--- config.mk ---
export PLATFORM = sky130hd
export DESIGN_NAME = memory_turn_ctrl
export DESIGN_NICKNAME = d
export VERILOG_FILES = /design/src/rtl/memory_game_pkg.sv /design/src/rtl/game_result.sv /design/src/rtl/memory_turn_ctrl.sv
export SDC_FILE = /design/constraint.sdc
export NUM_CORES = 1
export LEC_CHECK = 0
export BUFFER_PORTS_ARGS = -buffer_cell sky130_fd_sc_hd__buf_4
export CORE_ASPECT_RATIO = 0.75
export CORE_MARGIN = 3
export CORE_UTILIZATION = 52
export DETAILED_ROUTE_END_ITERATION = 10
export PLACE_DENSITY = 0.78
export REMOVE_ABC_BUFFERS = 1
export SKIP_CTS_REPAIR_TIMING = 1
export SYNTH_ARGS = -nofsm -noshare
export SYNTH_HDL_FRONTEND = slang
export SYNTH_SLANG_ARGS = --single-unit
--- constraint.sdc ---
create_clock -name clk -period 2.7 [get_ports clk]
set_clock_uncertainty 0.1 [all_clocks]
set_input_delay 0.27 -clock clk [delete_from_list [all_inputs] [get_ports clk]]
set_output_delay 0.27 -clock clk [all_outputs]
set_load 0.01 [all_outputs]
--- src/rtl/memory_game_pkg.sv ---
// Shared types and constants for the memory-card game.
// Card symbols are SYM_W-bit codes packed into the board word.
package memory_game_pkg;

  localparam int NUM_CARDS = 16;
  localparam int NUM_PAIRS = 8;
  localparam int SYM_W     = 3;
  localparam int BOARD_W   = NUM_CARDS * SYM_W;

  typedef enum logic [2:0] {
    WAIT_FIRST,
    WAIT_SECOND,
    SHOW,
    COMPARE,
    DONE
  } state_t;

  localparam logic [1:0] WIN_PLAYING = 2'b00;
  localparam logic [1:0] WIN_P1      = 2'b01;
  localparam logic [1:0] WIN_P2      = 2'b10;
  localparam logic [1:0] WIN_TIE     = 2'b11;

  function automatic logic [SYM_W-1:0] card_sym(
    input logic [BOARD_W-1:0] board,
    input logic [3:0]         idx
  );
    return board[idx*SYM_W +: SYM_W];
  endfunction

endpackage

--- src/rtl/game_result.sv ---
// Win-code decoder from the registered score and pair counts.
// Shared with the scoreboard display.
module game_result
  import memory_game_pkg::*;
(
  input  logic [3:0] player1,
  input  logic [3:0] player2,
  input  logic [3:0] parejas,
  output logic [1:0] win
);

  always_comb begin
    win = WIN_PLAYING;
    priority case (1'b1)
      (parejas < 4'(NUM_PAIRS)): win = WIN_PLAYING;
      (player1 == player2):      win = WIN_TIE;
      (player1 > player2):       win = WIN_P1;
      default:                   win = WIN_P2;
    endcase
  end

endmodule

--- src/rtl/memory_turn_ctrl.sv ---
// Turn sequencer for the two-player memory game: reveals two
// cards per turn, compares them, keeps scores and turn timeout.
module memory_turn_ctrl
  import memory_game_pkg::*;
#(
  parameter int unsigned SHOW_CYCLES = 25_000_000,
  parameter int unsigned TURN_CYCLES = 500_000_000
) (
  input  logic                 clk,
  input  logic                 rst_n,
  input  logic                 new_game,
  input  logic                 sel_valid,
  input  logic [3:0]           sel_idx,
  input  logic [BOARD_W-1:0]   board,
  output logic                 sel_ready,
  output logic                 turn,
  output logic [3:0]           player1,
  output logic [3:0]           player2,
  output logic [3:0]           parejas,
  output logic [NUM_CARDS-1:0] revealed,
  output logic [NUM_CARDS-1:0] matched,
  output logic                 match_pulse,
  output logic [1:0]           win
);

  localparam int SW = $clog2(SHOW_CYCLES + 1);
  localparam int TW = $clog2(TURN_CYCLES + 1);
  localparam logic [SW-1:0] SHOW_LOAD = SW'(SHOW_CYCLES - 1);
  localparam logic [TW-1:0] TURN_LAST = TW'(TURN_CYCLES - 1);

  state_t        state;
  state_t        state_nxt;
  logic [3:0]    idx_a;
  logic [3:0]    idx_b;
  logic [SW-1:0] show_cnt;
  logic [TW-1:0] turn_cnt;
  logic          accept;
  logic          timeout;
  logic          show_done;
  logic          pair_eq;
  logic          last_pair;

  always_comb begin
    sel_ready = (state == WAIT_FIRST) || (state == WAIT_SECOND);
    accept    = sel_valid && sel_ready
                && !matched[sel_idx] && !revealed[sel_idx];
    // a selection landing on the timeout cycle takes precedence
    timeout   = sel_ready && !accept && (turn_cnt == TURN_LAST);
    show_done = (show_cnt == '0);
    pair_eq   = card_sym(board, idx_a) == card_sym(board, idx_b);
    last_pair = (parejas == 4'(NUM_PAIRS - 1));
  end

  always_ff @(posedge clk or negedge rst_n) begin
    if (!rst_n) state <= WAIT_FIRST;
    else        state <= state_nxt;
  end

  always_comb begin
    state_nxt = state;
    if (new_game) begin
      state_nxt = WAIT_FIRST;
    end else begin
      unique case (state)
        WAIT_FIRST: begin
          if (accept) state_nxt = WAIT_SECOND;
        end
        WAIT_SECOND: begin
          if (accept)       state_nxt = SHOW;
          else if (timeout) state_nxt = WAIT_FIRST;
        end
        SHOW: begin
          if (show_done) state_nxt = COMPARE;
        end
        COMPARE: begin
          state_nxt = (pair_eq && last_pair) ? DONE : WAIT_FIRST;
        end
        DONE:    state_nxt = DONE;
        default: state_nxt = WAIT_FIRST;
      endcase
    end
  end

  always_ff @(posedge clk or negedge rst_n) begin
    if (!rst_n) begin
      idx_a       <= '0;
      idx_b       <= '0;
      show_cnt    <= '0;
      turn_cnt    <= '0;
      turn        <= 1'b0;
      player1     <= '0;
      player2     <= '0;
      parejas     <= '0;
      revealed    <= '0;
      matched     <= '0;
      match_pulse <= 1'b0;
    end else if (new_game) begin
      idx_a       <= '0;
      idx_b       <= '0;
      show_cnt    <= '0;
      turn_cnt    <= '0;
      turn        <= 1'b0;
      player1     <= '0;
      player2     <= '0;
      parejas     <= '0;
      revealed    <= '0;
      matched     <= '0;
      match_pulse <= 1'b0;
    end else begin
      match_pulse <= 1'b0;
      unique case (state)
        WAIT_FIRST, WAIT_SECOND: begin
          if (accept) begin
            revealed[sel_idx] <= 1'b1;
            turn_cnt          <= '0;
            if (state == WAIT_FIRST) begin
              idx_a <= sel_idx;
            end else begin
              idx_b    <= sel_idx;
              show_cnt <= SHOW_LOAD;
            end
          end else if (timeout) begin
            revealed <= '0;
            turn     <= ~turn;
            turn_cnt <= '0;
          end else begin
            turn_cnt <= turn_cnt + TW'(1);
          end
        end
        SHOW: begin
          if (!show_done) show_cnt <= show_cnt - SW'(1);
        end
        COMPARE: begin
          revealed <= '0;
          turn_cnt <= '0;
          if (pair_eq) begin
            matched     <= matched | revealed;
            parejas     <= parejas + 4'd1;
            match_pulse <= 1'b1;
            if (turn) player2 <= player2 + 4'd1;
            else      player1 <= player1 + 4'd1;
          end else begin
            turn <= ~turn;
          end
        end
        default: ;
      endcase
    end
  end

  game_result u_result (
    .player1 (player1),
    .player2 (player2),
    .parejas (parejas),
    .win     (win)
  );

endmodule

==> summary.md, run 1 <==
| Metric | Value |
|---|---|
| Largest cells by area after synthesis | `dfrtp_1, mux4_2, nor2_1` |
| Post-DP HPWL | `between 10000 and 15000 um` |
| H-tree levels | `3` |
| Achievable frequency | `around 340 MHz` |
| Initial core utilization | `between 50% and 60%` |
| Max VDD drop | `358 uV` |
| Seq/Total Area, Yosys | `just over 40%` |
| Hold WC Path Type | `input pin to flip-flop` |
| DRT antenna net count | `0` |
| Critical Path AT | `between 3000 and 4000 ps` |
| CTS Buf Count | `9` |
| Fillcell total | `between 900 and 1k` |
| Max_cap viols | `0` |
| Total number of yosys warnings | `0` |
| Die ar. | `~14000 um2` |
| Post-layout min period | `between 2000 and 3000 ps` |
| Top post-synthesis cells by count | `dfrtp_1, nor2_1, o21ai_0` |
| First-pass GRT wire length | `approximately 32000 um` |
| Run status | `finished, violations left` |
| Area Overhead vs Synth | `29.7%` |
| Diodes inserted | `0` |
| Via count | `6938` |
| Largest net degree at the start of global routing | `approximately 110` |
| DR DRC count | `0` |
| Critical path peak fanout | `8` |
| PD cells | `about 510 nW/um2` |
| Sink Count | `roughly 110` |
| Clock slew at reported path FFs | `roughly 80 ps` |
| DRT Pass-1 Iters | `6` |
| Drt wl/cell | `around 20 um` |
| Worst Setup Start Kind | `flip-flop` |
| Critical path's largest stage delay | `between 500 and 600 ps` |
| RSZ-0062 raised after global routing | `true` |
| Crit end category | `flip-flop` |
| Iteration-0 DRC Markers | `around 650` |
| Worst slew pin tran | `roughly 600 ps` |
| Most frequent cell after synthesis | `dfrtp_1` |
| Final WL | `between 20000 and 25000 um` |
| Failing checks | `setup timing` |
| Final hold vios | `0` |
| Final #Nets | `roughly 950` |
| Synth cell types | `between 60 and 70` |
| Post-synth top area share | `between 40% and 50%` |
| Post-Syn Instances | `~740` |
| GR Util All Layers | `between 20% and 30%` |
| Slew Viols, Final | `0` |
| P_leak | `0.00377 uW` |
| Number of synthesized flops with an enable pin | `0` |
| Die width | `138 um` |
| Family with the most delay on the worst path | `multiplexers` |
| CP bufs+invs | `2` |
| Number of cell rows | `35` |
| R2R depth | `8` |
| Post-layout worst setup margin | `-228 ps` |
| WP depth | `8` |
| Synth async-reset ratio | `100%` |
| Pre-CTS WS | `-155 ps` |
| Synth area leader | `dfrtp_1` |
| Grt total ovfl | `0` |
| Setup Viol. Count Final | `29` |
| Core area | `about 13000 um2` |
| CP cell instances | `buf_12 -> buf_4 -> mux4_2 -> a22oi_1 -> a211o_1 -> and4_4 -> and4_1 -> mux2_4` |
| Max Root-Sink Buffers | `2` |
| Share of post-route cells with drive strength above 1 | `between 30% and 40%` |
| Post-layout util | `roughly 70%` |
| Design area | `8820 um2` |
| TritonCTS clock tree | `built` |
| Buffers on Ports | `104` |
| Initial antenna violation count | `0` |
| Main synth FF type | `dfrtp_1` |
| FF+latch count, synth | `roughly 110` |
| Req. time, crit path | `approximately 2800 ps` |
| RePlAce Congestion | `approximately 0.90` |
| Post-route insts no fill | `1053` |
| Total I/O pin count | `~110` |
| Slew HR | `between 50% and 60%` |
| Crit path kind | `flip-flop to flip-flop` |
| Total power draw | `around 4500 uW` |
| Syn_area_per_cell | `a little over 9 um2` |
| Fin crit share | `108%` |
| Slowest-stage cell, CP | `mux4_2` |
| Synthesized area | `about 7000 um2` |
| Vias in the first global route | `6344` |
| Die Span Y | `between 100 and 150 um` |
| Hold Crit Depth | `3` |
| Placed cell count | `1020` |
| Clock Latency Late Sink | `360 ps` |
| Vias per cell | `6.59` |
| Area after DPL | `approximately 8100 um2` |
| Root buf cell | `clkbuf_16` |
worst paths after layout:
| check | startpoint | end | slack, ps |
|---|---|---|---|
| max in group asynchronous | rst_n | show_cnt[3] | 1590 |
| min in group asynchronous | rst_n | matched[4] | 400 |
| worst min register to register | show_cnt[24] | show_cnt[24] | 400 |
| worst min-delay path | sel_idx[3] | idx_b[3] | 130 |
| worst max-delay path | idx_b[0] | player1[2] | -230 |
| worst max register to register | idx_b[0] | player1[2] | -230 |
logic make-up after synthesis:
kind of cell,after synthesis,synth area share [%]
flops,111,40.8
compound gates,210,20.8
buf+inv,71,4.86
xor+xnor,1,0.129
mux,50,10.2
fa+ha+maj,10,1.84
simple gates,284,21.3
registers in the layout, summed over array words and instances (netlist names), 16 cells and up:
| signal | flops |
|---|---|
| turn_cnt | 29 |
| show_cnt | 25 |
| matched | 16 |
| revealed | 16 |
stage by stage:
step                      hold WS [ps]  setup TNS (ps)
final                              128           -2750
after CTS                        -88.9           -2490
after floorplan                   -126          -35340
after global placement             288            -107
after global routing               139           -5910
after detailed placement           294           -1430
routing by layer:
layer	vias up	wire, um	global-route usage (%)	share of wire (%)
met5	-	0	0	0
met4	0	651	6.14	3.0
met3	79	2000	6.31	9.3
met2	418	10000	42.5	47
met1	3374	8780	36.0	41
li1	3067	-	-	-
cell type report:
type,count,area [um2],area share (%)
multi-input combinational,555,3960,44.9
sequential,111,2780,31.6
timing repair buffer,177,1460,16.5
clock buffer,9,225,2.55
tap,166,208,2.35
inverter,28,105,1.19
clock inverter,7,80.1,0.908
cells in the final DEF (no fill, tap or decap), drive strengths merged, types with 11 or more instances in the layout:
cell type | Yosys | routed
a221oi | 11 | 11
a21oi | 41 | 41
mux2i | 28 | 28
nand4 | 16 | 16
o21ai | 60 | 60
a41oi | 16 | 16
nor2b | 16 | 16
or3 | 19 | 19
mux4 | 15 | 15
nor3 | 23 | 23
nor2 | 87 | 87
nor4 | 11 | 11
dfrtp | 111 | 111
buf | 19 | 175
nand2 | 48 | 48
inv | 27 | 29
a31oi | 20 | 20
nand3 | 24 | 24
power breakdown:
| part | total, uW | internal, uW | switching [uW] |
|---|---|---|---|
| Sequential | 1840 | 1740 | 107 |
| Combinational | 1290 | 584 | 708 |
| Clock | 1390 | 731 | 660 |
| Total | 4530 | 3050 | 1470 |
tightest hold or removal path: stages:
cell and delay (ps):
buf_4 150, nand4_1 70, nand2_1 60
(Power assumes the default switching activity.)
==> inputs of run 2 (changes only) <==
--- a/config.mk
+++ b/config.mk
@@ -6,9 +6,11 @@
 export NUM_CORES = 1
 export LEC_CHECK = 0
 export BUFFER_PORTS_ARGS = -buffer_cell sky130_fd_sc_hd__buf_4
+export CELL_PAD_IN_SITES_DETAIL_PLACEMENT = 0
+export CELL_PAD_IN_SITES_GLOBAL_PLACEMENT = 1
 export CORE_ASPECT_RATIO = 0.75
 export CORE_MARGIN = 3
-export CORE_UTILIZATION = 52
+export CORE_UTILIZATION = 40
 export DETAILED_ROUTE_END_ITERATION = 10
 export PLACE_DENSITY = 0.78
 export REMOVE_ABC_BUFFERS = 1
==> run 2 against run 1 <==
Net effect:
- the flow still finishes with violations (setup timing)
- first-iteration DRC count is 27% lower
- total power down 0.43%
- utilization decreased by 15 points
- register-to-register slack gained 220 ps
- count of clock-buffer cells in the layout is 1 higher
- routed wire length decreased by 0.76%
- final cell count up 5.8%
- sequential share of layout area down 0.83 points
- critical path type unchanged
- critical endpoint is now player1[3]
- highest routed layer unchanged
==> summary.md, run 2 (synthesis results as in run 1) <==
| Metric | Value |
|---|---|
| Run status | `finished, violations left` |
| Failing checks | `setup timing` |
| Share of post-route cells with drive strength above 1 | `about 33%` |
| P_leak | `0.00384 uW` |
| Buffers on Ports | `104` |
| Die Span Y | `roughly 120 um` |
| Post-layout min period | `about 2700 ps` |
| Commonest non-fill, non-tap cell in the layout | `buf_4` |
| Hold Crit Depth | `3` |
| Area Overhead vs Synth | `33.2%` |
| Die ar. | `~19000 um2` |
| Critical Path AT | `approximately 2800 ps` |
| Hold Startpoint | `sel_idx[2]` |
| R2R depth | `8` |
| Hold WC Path Type | `input pin to flip-flop` |
| Max_cap viols | `0` |
| Post-layout util | `a little under three fifths` |
| Drt wl/cell | `between 15 and 20 um` |
| Post-DP HPWL | `between 15000 and 20000 um` |
| Number of cell rows | `40` |
| Setup Viol. Count Final | `1` |
| Biggest register | `turn_cnt` |
| Worst slew pin tran | `roughly 570 ps` |
| Critical path's largest stage delay | `~540 ps` |
| Final WL | `~21000 um` |
| Crit path kind | `flip-flop to flip-flop` |
| Achievable frequency | `~370 MHz` |
| Clock Latency Late Sink | `about 350 ps` |
| Hold Path End | `idx_b[2]` |
| Worst r2r dst | `player1[3]` |
| Root buf cell | `clkbuf_16` |
| GR Util All Layers | `21.8%` |
| RSZ-0062 raised after global routing | `true` |
| R2r setup slk | `-4 ps` |
| PD cells | `approximately 500 nW/um2` |
| RePlAce Congestion | `0.876` |
| Slew Viols, Final | `0` |
| Post-layout worst setup margin | `-4.41 ps` |
| First-pass GRT wire length | `around 33000 um` |
| Crit path from | `idx_a[0]` |
| Design area | `just over 9000 um2` |
| TritonCTS clock tree | `built` |
| Worst Setup Start Kind | `flip-flop` |
| Total I/O pin count | `roughly 110` |
| Placed cell count | `1079` |
| DRT antenna net count | `0` |
| Req. time, crit path | `roughly 2800 ps` |
| DRT Pass-1 Iters | `5` |
| Grt total ovfl | `0` |
| Diodes inserted | `0` |
| Largest register FFs | `29` |
| DR DRC count | `0` |
| Area after DPL | `slightly above 8000 um2` |
| Largest net degree at the start of global routing | `49` |
| CTS Buf Count | `9` |
| Commonest cells after routing, fill and taps aside | `buf_4, dfrtp_1, nor2_1, o21ai_0, nand2_1` |
| Crit end category | `flip-flop` |
| Final hold vios | `0` |
| Initial antenna violation count | `0` |
| Die width | `157 um` |
| Setup TNS | `-4.41 ps` |
| Iteration-0 DRC Markers | `approximately 480` |
| Post-route insts no fill | `~1.1k` |
| Vias per cell | `roughly 6` |
| Initial core utilization | `between 40% and 50%` |
| Worst hold slack | `approximately 140 ps` |
| Via count | `roughly 6.8k` |
| Sink Count | `approximately 110` |
| Final #Nets | `965` |
| R2R Path Start | `idx_a[0]` |
| Clock slew at reported path FFs | `~70 ps` |
| Max Root-Sink Buffers | `2` |
| CP cell instances | `mux4_2 -> and2_1 -> o21ba_2 -> o211ai_1 -> nand4_1 -> buf_6 -> nor3_2 -> mux2_2` |
| Fin crit share | `100%` |
| Vias in the first global route | `around 6.4k` |
| Regs by FF count | `turn_cnt (29), show_cnt (25)` |
| Core area | `around 16000 um2` |
| Slowest-stage cell, CP | `mux4_2` |
| Slew HR | `between 60 and 70%` |
| H-tree levels | `3` |
| Max VDD drop | `roughly 320 uV` |
| Critical path peak fanout | `10` |
-- run 2: how the worst max path moves through the flow --
stage,to,slack (ps),cells past startpoint
after global routing,player2[3],-120,8
final,player1[3],-4,8
after floorplan,turn_cnt[7],-820,7
after global placement,player2[3],-80,7
after CTS,player1[3],-190,7
after detailed placement,player1[3],-190,7
-- run 2: layer usage --
layer / part of all wire, % / GRT usage, % / vias to the layer above / wire (um)
met5: 0 / 0 / - / 0
met4: 1.4 / 5.36 / 0 / 304
met3: 6.8 / 3.96 / 24 / 1450
met2: 44 / 31.8 / 263 / 9330
met1: 48 / 33.3 / 3363 / 10200
li1: - / - / 3110 / -
-- run 2: report_power, final --
group / switching [uW] / total [uW] / internal, uW
combinational: 703 / 1310 / 606
clock: 638 / 1360 / 727
sequential: 95.7 / 1830 / 1740
total: 1440 / 4510 / 3070
-- run 2: layout make-up --
type	instances	area [um2]
fill	1425	7260
clock buffer	10	229
tap	210	263
inverter	28	105
timing repair buffer	193	1610
sequential	111	2780
multi-input combinational	556	4000
clock inverter	6	68.8
-- run 2: stage by stage --
| stage | worst slack (ps) | total power [uW] |
|---|---|---|
| detailed placement | -193 | 2970 |
| global route | -115 | 4710 |
| global placement | -79.7 | 2930 |
| finish | -4.41 | 4510 |
| CTS | -191 | 4330 |
| floorplan | -817 | 2450 |
-- run 2: critical path: cells and delay by family, from the launching register on --
family                 cells  cell delay (ps)
buffers and inverters      1              180
flip-flops                 1              500
AO/OA/AOI/OAI              2              420
multiplexers               2              900
AND/OR/NAND/NOR            3              490
==> inputs of run 3 (changes only) <==
--- a/config.mk
+++ b/config.mk
@@ -8,9 +8,10 @@
 export BUFFER_PORTS_ARGS = -buffer_cell sky130_fd_sc_hd__buf_4
 export CELL_PAD_IN_SITES_DETAIL_PLACEMENT = 0
 export CELL_PAD_IN_SITES_GLOBAL_PLACEMENT = 1
-export CORE_ASPECT_RATIO = 0.75
+export CORE_ASPECT_RATIO = 1.4
 export CORE_MARGIN = 3
 export CORE_UTILIZATION = 40
+export CTS_CLUSTER_SIZE = 12
 export DETAILED_ROUTE_END_ITERATION = 10
 export PLACE_DENSITY = 0.78
 export REMOVE_ABC_BUFFERS = 1
==> run 3 against run 2 <==
Net effect:
- the flow now finishes without violations
- final cell count decreased by 2.4%
- critical path depth decreased by 1
- non-clock buffer count shrank 15
- sequential power hardly changed
- via count decreased by 4.1%
- register-to-register slack improved by 20 ps
- fmax grew 0.66%
- worst hold slack lost 46 ps
- total power fell by 3.0%
- utilization is 2.0 points lower
- first-iteration DRC count decreased by 45%
- largest power group unchanged
==> summary.md, run 3 (synthesis results as in run 1) <==
| Metric | Value |
|---|---|
| Run status | `finished, final reports clean` |
| Initial antenna violation count | `0` |
| GR Util All Layers | `between 20% and 30%` |
| Area after DPL | `8240 um2` |
| Design area | `8800 um2` |
| Worst Setup Start Kind | `flip-flop` |
| Setup Viol. Count Final | `0` |
| RePlAce Congestion | `between 0.8 and 0.9` |
| Gate power share | `roughly 28%` |
| Commonest non-fill, non-tap cell in the layout | `buf_4` |
| Vias in the first global route | `6396` |
| Die width | `116 um` |
| First-pass GRT wire length | `around 32000 um` |
| DRT Pass-1 Iters | `5` |
| Fillcell total | `between 1.5k and 2k` |
| Clock Latency Late Sink | `around 360 ps` |
| Commonest cells after routing, fill and taps aside | `buf_4, dfrtp_1, nor2_1, o21ai_0, nand2_1` |
| Max Root-Sink Buffers | `2` |
| Family with the most delay on the worst path | `simple AND/OR/NAND/NOR gates` |
| CP cell instances | `nor4_4 -> nand2_2 -> or4_4 -> or4_4 -> or4_4 -> a21oi_2 -> o22ai_2` |
| R2R depth | `7` |
| Crit path from | `show_cnt[2]` |
| CTS Buf Count | `9` |
| Regs by FF count | `turn_cnt (29), show_cnt (25)` |
| Seq pwr share | `between 40% and 50%` |
| Root buf cell | `clkbuf_16` |
| RSZ-0062 raised after global routing | `true` |
| Area Overhead vs Synth | `29.4%` |
| Hold WC Path Type | `input pin to flip-flop` |
| Req. time, crit path | `about 2800 ps` |
| P_leak | `between 0.003 and 0.004 uW` |
| Achievable frequency | `372 MHz` |
| Critical path peak fanout | `3` |
| Buffers on Ports | `104` |
| Via count | `6486` |
| PD cells | `497 nW/um2` |
| Post-DP HPWL | `roughly 15000 um` |
| Crit path kind | `flip-flop to flip-flop` |
| DR DRC count | `0` |
| Share of post-route cells with drive strength above 1 | `a little under a third` |
| Critical Path AT | `2820 ps` |
| Diodes inserted | `0` |
| Hold Startpoint | `new_game` |
| Die ar. | `18600 um2` |
| H-tree levels | `3` |
| Die Span Y | `160 um` |
| Sw frac | `about a third` |
| Pint | `about 3000 uW` |
| Crit end category | `flip-flop` |
| Largest net degree at the start of global routing | `67` |
| Drt wl/cell | `roughly 18 um` |
| Initial core utilization | `approximately 41%` |
| Clk pwr share | `between 20% and 30%` |
| TritonCTS clock tree | `built` |
| Final WL | `between 20000 and 25000 um` |
| CP bufs+invs | `0` |
| Setup TNS | `0 ps` |
| Fin crit share | `between 90% and 100%` |
| Worst slew pin tran | `approximately 500 ps` |
| Hold Path End | `matched[9]` |
| Post-layout min period | `2690 ps` |
| Net Sw Power | `1400 uW` |
| Hold Crit Depth | `2` |
| Max_cap viols | `0` |
| Clock slew at reported path FFs | `approximately 80 ps` |
| Vias per cell | `a little under 6` |
| DRT antenna net count | `0` |
| Total I/O pin count | `105` |
| Sink Count | `approximately 110` |
| Critical path's largest stage delay | `around 460 ps` |
| Most frequent CP cell | `or4_4` |
| R2R Path Start | `show_cnt[2]` |
| Biggest register | `turn_cnt` |
| Grt total ovfl | `0` |
| Final #Nets | `949` |
| Slew Viols, Final | `0` |
| Final hold vios | `0` |
| Number of cell rows | `between 50 and 60` |
| Worst r2r dst | `show_cnt[23]` |
| Iteration-0 DRC Markers | `between 200 and 300` |
| Core area | `between 15000 and 20000 um2` |
| Slew HR | `66.4%` |
| R2r setup slk | `around 13 ps` |
| Slowest-stage cell, CP | `or4_4` |
| Max VDD drop | `between 300 and 400 uV` |
| Largest register FFs | `29` |
## run 3: cell count changes in the layout (fill, tap and decap cells not counted), moves of 3 or more
cell,delta
buf_6,-5
nand3_1,+4
nand3_2,-3
buf_12,+4
buf_4,-12
a221oi_1,+3
## run 3: stage by stage
step	util (%)	power, uW	setup slack (ps)	instances	hold WS [ps]
finish	53.5	4370	13.2	1087	93.0
global placement	50.1	3000	-70.6	1064	9.58
global route	53.5	4570	-38.5	1087	99.9
floorplan	-	2450	-817	694	-126
detailed placement	50.1	3020	-119	1064	12.1
CTS	51.8	4310	-128	1080	-373
## run 3: worst reg2reg max path, cell delays in order (launching register included)
cell     delay [ps]
dfrtp_2         440
nor4_4          330
nand2_2         100
or4_4           440
or4_4           460
or4_4           450
a21oi_2         170
o22ai_2          80
## run 3: worst max path at each step
stage                         endpoint  depth (start not counted)
after floorplan            turn_cnt[7]                          7
after global placement      player1[2]                          7
after detailed placement          turn                          8
after CTS                         turn                          8
after global routing      show_cnt[23]                          7
final                     show_cnt[23]                          7
## run 3: per-layer routing
layer	routed length (um)	part of all wire, %	vias up	global-route usage (%)
met1	8290	41	3213	27.1
met5	0	0	-	0
met3	753	3.7	44	2.20
met4	575	2.9	0	7.55
met2	10500	52	162	36.4
li1	-	-	3067	-
## run 3: final cells by class
type	count	area, um2	area share, %
sequential	111	2780	31.6
multi-input combinational	555	3900	44.3
timing repair buffer	178	1490	16.9
clock inverter	6	51.3	0.583
inverter	28	105	1.19
tap	199	249	2.83
clock buffer	10	229	2.60
## run 3: power groups by stage
stage                     clock (uW)  combinational, uW  sequential, uW
after detailed placement           0               1160            1860
after floorplan                    0                577            1870
after global placement             0               1140            1860
after CTS                       1310               1170            1830
after global routing            1380               1350            1840
final                           1290               1250            1830
